### src/rtl/uart_byte_seg_disp.sv
// ---------------------------------------------------------------------------
// uart_byte_seg_disp
//
// Display stage for the UART receiver. Keeps the last three received bytes
// and scans them as six hex digits onto a six-digit common-anode 7-segment
// display. The rightmost decimal point is a stretched "byte received"
// indicator. A 16-bit wrap-around counter reports how many bytes were
// accepted since reset or clear.
//
// Ports:
//   clk         in   system clock, rising edge
//   sys_rst_n   in   asynchronous active-low reset
//   byte_valid  in   one-cycle strobe from the receiver (uart_done)
//   byte_data   in   [7:0] received byte, valid with byte_valid
//   clr         in   synchronous clear of history, fill, activity, counter, scan
//   seg_sel     out  [5:0] digit enables, active-low, bit 0 = rightmost digit
//   seg_led     out  [7:0] segments, active-low, {dp,g,f,e,d,c,b,a}
//   rx_count    out  [15:0] bytes accepted, wraps 0xFFFF -> 0x0000
// ---------------------------------------------------------------------------
module uart_byte_seg_disp #(
  parameter int CLK_FREQ = 50000000,
  parameter int SCAN_HZ  = 1000,
  parameter int ACT_MS   = 50
) (
  input  logic        clk,
  input  logic        sys_rst_n,
  input  logic        byte_valid,
  input  logic [7:0]  byte_data,
  input  logic        clr,
  output logic [5:0]  seg_sel,
  output logic [7:0]  seg_led,
  output logic [15:0] rx_count
);

  localparam int SCAN_DIV = CLK_FREQ / SCAN_HZ;
  localparam int ACT_CYC  = (CLK_FREQ / 1000) * ACT_MS;
  localparam int DIV_W    = (SCAN_DIV > 2) ? $clog2(SCAN_DIV) : 1;
  localparam int ACT_W    = $clog2(ACT_CYC + 1);

  localparam logic [DIV_W-1:0] DIV_LAST = DIV_W'(SCAN_DIV - 1);
  localparam logic [ACT_W-1:0] ACT_LOAD = ACT_W'(ACT_CYC);

  // State registers
  logic [23:0]      hist_reg, hist_next;
  logic [1:0]       fill_reg, fill_next;
  logic [ACT_W-1:0] act_reg, act_next;
  logic [15:0]      rx_cnt_reg, rx_cnt_next;
  logic [DIV_W-1:0] div_reg, div_next;
  logic [2:0]       idx_reg, idx_next;
  logic [5:0]       seg_sel_reg, seg_sel_next;
  logic [7:0]       seg_led_reg, seg_led_next;

  // Per-digit views of the history
  logic [3:0] digit_nib [6];
  logic [5:0] digit_hot;    // one-hot of the current scan index
  logic [5:0] digit_blank;  // digit pair not yet filled

  genvar gi;
  generate
    for (gi = 0; gi < 6; gi++) begin : g_digit
      assign digit_nib[gi]   = hist_reg[4*gi +: 4];
      assign digit_hot[gi]   = (idx_reg == 3'(gi));
      // Digits 2j and 2j+1 stay dark until at least j+1 bytes have arrived.
      assign digit_blank[gi] = (fill_reg <= 2'(gi / 2));
    end
  endgenerate

  function automatic logic [7:0] hex_seg(input logic [3:0] nib);
    logic [7:0] seg;
    case (nib)
      4'h0: seg = 8'hC0;
      4'h1: seg = 8'hF9;
      4'h2: seg = 8'hA4;
      4'h3: seg = 8'hB0;
      4'h4: seg = 8'h99;
      4'h5: seg = 8'h92;
      4'h6: seg = 8'h82;
      4'h7: seg = 8'hF8;
      4'h8: seg = 8'h80;
      4'h9: seg = 8'h90;
      4'hA: seg = 8'h88;
      4'hB: seg = 8'h83;
      4'hC: seg = 8'hC6;
      4'hD: seg = 8'hA1;
      4'hE: seg = 8'h86;
      default: seg = 8'h8E;
    endcase
    return seg;
  endfunction

  // Next-state logic for history, fill, activity, counter and scan position
  always_comb begin
    hist_next   = hist_reg;
    fill_next   = fill_reg;
    act_next    = (act_reg != '0) ? act_reg - ACT_W'(1) : act_reg;
    rx_cnt_next = rx_cnt_reg;
    div_next    = div_reg + DIV_W'(1);
    idx_next    = idx_reg;

    if (div_reg == DIV_LAST) begin
      div_next = '0;
      idx_next = (idx_reg >= 3'd5) ? 3'd0 : idx_reg + 3'd1;
    end
    // An out-of-range index recovers immediately rather than waiting a step.
    if (idx_reg > 3'd5) begin
      idx_next = 3'd0;
    end

    if (clr) begin
      hist_next   = '0;
      fill_next   = '0;
      act_next    = '0;
      rx_cnt_next = '0;
      div_next    = '0;
      idx_next    = 3'd0;
    end

    // A byte arriving together with clr lands on top of the cleared state.
    if (byte_valid) begin
      hist_next   = {hist_next[15:0], byte_data};
      fill_next   = (fill_next == 2'd3) ? 2'd3 : fill_next + 2'd1;
      act_next    = ACT_LOAD;
      rx_cnt_next = rx_cnt_next + 16'd1;
    end
  end

  // Output decode from the current (pre-edge) state; registered below,
  // which gives the one-cycle display latency.
  always_comb begin
    logic [3:0] cur_nib;
    logic       cur_blank;

    cur_nib   = 4'h0;
    cur_blank = 1'b1;
    for (int i = 0; i < 6; i++) begin
      if (digit_hot[i]) begin
        cur_nib   = digit_nib[i];
        cur_blank = digit_blank[i];
      end
    end

    seg_sel_next = ~digit_hot;
    seg_led_next = cur_blank ? 8'hFF : hex_seg(cur_nib);
    if (digit_hot[0] && (act_reg != '0)) begin
      seg_led_next[7] = 1'b0;
    end
  end

  always_ff @(posedge clk or negedge sys_rst_n) begin
    if (!sys_rst_n) begin
      hist_reg    <= '0;
      fill_reg    <= '0;
      act_reg     <= '0;
      rx_cnt_reg  <= '0;
      div_reg     <= '0;
      idx_reg     <= 3'd0;
      seg_sel_reg <= 6'h3F;
      seg_led_reg <= 8'hFF;
    end else begin
      hist_reg    <= hist_next;
      fill_reg    <= fill_next;
      act_reg     <= act_next;
      rx_cnt_reg  <= rx_cnt_next;
      div_reg     <= div_next;
      idx_reg     <= idx_next;
      seg_sel_reg <= seg_sel_next;
      seg_led_reg <= seg_led_next;
    end
  end

  assign seg_sel  = seg_sel_reg;
  assign seg_led  = seg_led_reg;
  assign rx_count = rx_cnt_reg;

endmodule

### config.mk
export PLATFORM = sky130hd
export DESIGN_NAME = uart_byte_seg_disp
export DESIGN_NICKNAME = d
export VERILOG_FILES = /design/src/rtl/uart_byte_seg_disp.sv
export SDC_FILE = /design/constraint.sdc
export NUM_CORES = 1
export LEC_CHECK = 0
export ABC_AREA = 1
export ABC_CLOCK_PERIOD_IN_PS = 3400
export BUFFER_PORTS_ARGS = -buffer_cell sky130_fd_sc_hd__buf_2
export CORE_UTILIZATION = 35
export CTS_BUF_LIST = sky130_fd_sc_hd__clkbuf_2
export DETAILED_ROUTE_END_ITERATION = 10
export PLACE_DENSITY = 0.53
export RECOVER_POWER = 50
export SYNTH_ARGS = -nofsm -noshare
export SYNTH_HDL_FRONTEND = slang
export SYNTH_SLANG_ARGS = --single-unit
### constraint.sdc
create_clock -name clk -period 3.4 [get_ports clk]
set_input_delay 0.51 -clock clk [delete_from_list [all_inputs] [get_ports clk]]
set_output_delay 0.51 -clock clk [all_outputs]
set_load 0.02 [all_outputs]
# Word level (Yosys, flattened, before mapping)
# Memories as Yosys holds them, arrays and structs flattened.
# Index checks and enable logic that the tools add are counted.
# W data, S select, Z words.
[totals]
register_bits = 97
latch_bits = 0
ram_bits = 0
rom_bits = 112
output_inout_bits = 30
memories = 1
[mem_list]
columns = ["name", "depth", "width", "rd", "rd_clocked_by_memory_dff", "write_ports", "line", "source"]
rows = [
  ["(no name shown)", 16, 7, 1, 0, 0, "70", "case (nib)"],
]
[classes]
add_sub_neg = 5
n_mul = 0
n_div = 0
magnitude_cmp = 5
eq_ne = 7
shifts = 0
muxes = 30
n_bitwise = 1
reduce_logical = 6
[op_table]
columns = ["operator", "count"]
rows = [
  ["$mux W22", 3],
  ["$mux W16", 4],
  ["$mux W24", 2],
  ["$add A16 B1 Y16 const B", 2],
  ["$mux W4", 6],
  ["$reduce_bool A22 Y1", 1],
  ["$sub A22 B1 Y22 const B", 1],
  ["$eq A16 B16 Y1 const B", 1],
  ["$mux W3", 4],
  ["$mux W8", 1],
  ["$mux W1", 7],
  ["$eq A3 B2 Y1 const B", 2],
  ["$eq A3 B3 Y1 const B", 2],
  ["$mux W2", 3],
  ["$not A6 Y6", 1],
  ["$reduce_bool A3 Y1", 2],
  ["$le A2 B1 Y1 const B", 2],
  ["$add A3 B1 Y3 const B", 1],
  ["$eq A3 B1 Y1 const B", 1],
  ["$ge A3 B3 Y1 const B", 1],
  ["$gt A3 B3 Y1 const B", 1],
  ["$logic_not A3 Y1", 1],
  ["$add A2 B1 Y2 const B", 1],
  ["$eq A2 B2 Y1 const B", 1],
  ["other kinds (3)", 3],
]

# Depth between registers and ports, before layout
# An unclocked memory read counts as a cell.
[logic_depth]
depth_word = 10
depth_mapped = 17

# Worst setup path after synthesis
# OpenSTA, ideal clock, no wires.
[synth_path]
kind = "input to register"
start = "input port clr"
end = "register rx_cnt_reg[14] (netlist: rx_count[14])"
setup_ps = 124
arrival_ps = 2117
required_ps = 3276
path_slack_ps = 1159
stages = 12
path_buffers = 2
path_cell_list = "buf_2 buf_1 nor2_1 ha_1 nand2_1 nor3_2 inv_2 nor2_2 nand2_1 nor2_2 nand4_1 xor2_1"
[synth_between]
elab_chain_len = 3
[synth_lines]
columns = ["item", "line", "source"]
rows = [
  ["start, declared", "29", "input logic clr,"],
  ["$mux W16 (*)", "109", "if (clr) begin"],
  ["$add A16 B1 Y16", "123", "rx_cnt_next = rx_cnt_next + 16'd1;"],
  ["$mux W16 (*)", "119", "if (byte_valid) begin"],
  ["via rx_cnt_next[14]", "47", "logic [15:0] rx_cnt_reg, rx_cnt_next;"],
  ["end signal, assigned", "163", "rx_cnt_reg <= rx_cnt_next;"],
  ["end, declared", "47", ""],
]
# Mark *: on every way through the listed nets, which the timed path passes. The rest lies on a longest branch.
# A chain may end at the register's enable or synchronous reset.

# Worst setup path in the final report
[layout_path]
start = "input port clr"
end = "register idx_reg[1]"
[layout_between]
elab_chain_len = 1
word_cells_on_any_way = 2
cone_classes = "mux: 1; reduce/logical: 1"
[layout_lines]
columns = ["item", "line", "source"]
rows = [
  ["$reduce_bool A3 Y1 (no line) or $mux W3 (tied branches)", "-", ""],
  ["end signal, assigned", "165", "idx_reg <= idx_next;"],
  ["end, declared", "49", "logic [2:0] idx_reg, idx_next;"],
]
# Several ways; a longest one is shown, not always the timed one.

==> qor.yml <==
die:
  die_h_um: 124
  rows: 44
  core_region_area_um2: 14500
  dieArea_um2: 15300
  num_io_pins: 42
  initial_core_util_pct: 35.7
  die_w_um: 124
routing:
  drtIter0Drc: 222
  antenna_left: 0
  vias: 4241
  wl_per_cell_um: 13.8
  finalWirelength_um: 11900
  firstDrtPassIters: 4
  drc: 0
  vias_per_cell: 4.89
sta:
  slew_viol_final: 60
  finClkSkew_ns: 0.0434
  max_freq_mhz: 383
  finalSetupTns_ns: 0
  finalHoldViolCount: 0
  rsz0062_at_grt: "false"
  worstMarginPinSlew_ns: 1.51
  period_share_pct: 76.7
  relSlewSlack_pct: -0.444
  period_needed_ns: 2.61
  finalSetupViolations: 0
cts:
  path_clk_slew_ns: 0.29
  htreeDepth: 3
  cts_buffers: 9
  post_cts_buffers: 0
  cts_tree: "built"
  cts-root-buf: "clkbuf_2"
  clock_sinks: 97
  ctsLongestPathBuffers: 2
  cts_hold_buf: 1
  post_cts_resized: 0
  insertion_delay_ns: 0.63
pwr:
  p_per_area_nw_per_um2: 460
  vdd_ir_drop_max_v: 0.000211
  power_leakage_uw: 0.00267
placed_design:
  io_buffers: 41
  gp_congestion: 0.890
  hpwl_um: 8630
synthesis:
  ys_ff_latch: 97
  synth_top_cell_area_share_pct: 40.2
  synth.distinct_cells: 44
  synthesis.area_um2: 5170
  synthFlopType: "dfrtp_1"
  syn_area_per_cell_um2: 8.12
  mappedNetlistNets: 663
  synth_edf_count: 0
  synth_most_common_cell: "nand2_1"
  yosysTopAreaCell: "dfrtp_1"
  async_flop_share_pct: 100
  synthCells: 637
  synth_commonest_cells: "nand2_1, dfrtp_1, inv_1, nor2_1, nand3_1"
  ys_warn_count: 0
  synthTopCellsByArea: "dfrtp_1, nand2_1, dfstp_2"
  ys_seq_area_share_pct: 47.3
run:
  drv_cap: 1
final_layout:
  fin_util_pct: 39.1
  fillCellCount: 1505
  largest_register_ffs: 24
  area_growth_syn_to_layout_pct: 9.56
  drive_above_1_share_pct: 15.5
  nNetsFinal: 705
  antenna_cells: 0
worst_setup_path:
  cp.required_ns: 3.91
  path_max_fanout: 32
  crit_path_end_kind: "flop"
  path_class: "in -> reg"
  cp.arrival_ns: 3.12
  crit_path_start_kind: "input port"
worst_hold_path:
  hold_class: "in -> reg"
grt:
  gr-usage-all-layers_pct: 17.2
  grt_pass1_wl_um: 20100
  antenna_found_initial: 0
  grt_pass1_vias: 4136
  grt_max_degree: 61
  gr-total-overflow: 0
outcome:
  violations: "capacitance limit, slew limit"
  status: "finished with violations"
## kinds of logic after synthesis
family	share of synthesized area [%]
DFF	47.3
xor gates and xnor gates	4.57
and+or+nand+nor	29.0
AOI/OAI and AO/OA	8.23
adders and majority gates	3.39
buffers and inverters	7.57
## power breakdown
| group | total [µW] | leakage [µW] | switching (µW) | internal, µW |
|---|---|---|---|---|
| clock | 571 | 0.0000713 | 401 | 170 |
| combinational | 701 | 0.00134 | 483 | 218 |
| sequential | 1330 | 0.00125 | 48.8 | 1280 |
## routing by layer
metal / track usage [%] / vias up / wire length (µm)
met5: 0 / - / 0
met4: 4.82 / 0 / 123
met3: 4.47 / 9 / 452
met2: 26.9 / 64 / 5360
met1: 23.3 / 2025 / 6010
li1: - / 2143 / -
## layout make-up
cell class	count	area [µm²]	share of cell area, %
clock buffer	9	45.0	0.795
sequential	97	2440	43.2
multi-input combinational	441	2320	40.9
timing repair buffer	48	250	4.42
tap	184	230	4.06
clock inverter	7	68.8	1.21
inverter	82	309	5.45
## cell usage in the layout (no fill, tap or decap), types with 7 or more instances in the layout
| cell type | count |
|---|---|
| dfstp_2 | 14 |
| inv_2 | 9 |
| clkbuf_2 | 10 |
| nand2_1 | 144 |
| nor3_1 | 11 |
| ha_1 | 14 |
| buf_2 | 39 |
| o21ai_0 | 23 |
| dfrtp_1 | 83 |
| nand3_1 | 55 |
| nor2_1 | 71 |
| a21oi_1 | 22 |
| xor2_1 | 21 |
| nand4_1 | 11 |
| nor4_1 | 8 |
| inv_1 | 71 |
| o22ai_1 | 7 |
| nor2_2 | 8 |
## worst paths after layout
path                              start           end  slack [ns]  cells past startpoint
min in group asynchronous     sys_rst_n    div_reg[7]        0.76                      2
max in group asynchronous     sys_rst_n  hist_reg[23]        0.97                      3
min                        byte_data[5]   hist_reg[5]        0.06                      3
max                                 clr    idx_reg[1]        0.79                      7
max reg2reg                  idx_reg[0]    seg_led[0]        0.88                     16
min reg2reg                  div_reg[0]    div_reg[0]        0.50                      1
## critical path, stage by stage
cell and delay, ns:
clkbuf_1 0.90, clkinv_2 0.45, clkbuf_1 0.70, nand2_1 0.29, inv_1 0.08, nand3_1 0.08
o21ai_0 0.09
## through the flow
| step | cell area [µm²] | setup slack [ns] | total power, µW | hold WS (ns) | cells |
|---|---|---|---|---|---|
| 2_1_floorplan | 5170 | 1.16 | 1880 | 0.214 | 637 |
| 3_3_place_gp | 5560 | 1.04 | 2050 | 0.474 | 850 |
| 3_5_place_dp | 5560 | 1.00 | 2060 | 0.475 | 850 |
| 4_1_cts | 5690 | 1.01 | 2650 | 0.0185 | 867 |
| 5_1_grt | 5670 | 0.535 | 2790 | 0.00632 | 868 |
| 6_report | 5670 | 0.791 | 2600 | 0.0642 | 868 |
Power figures use the tool's default switching activity.
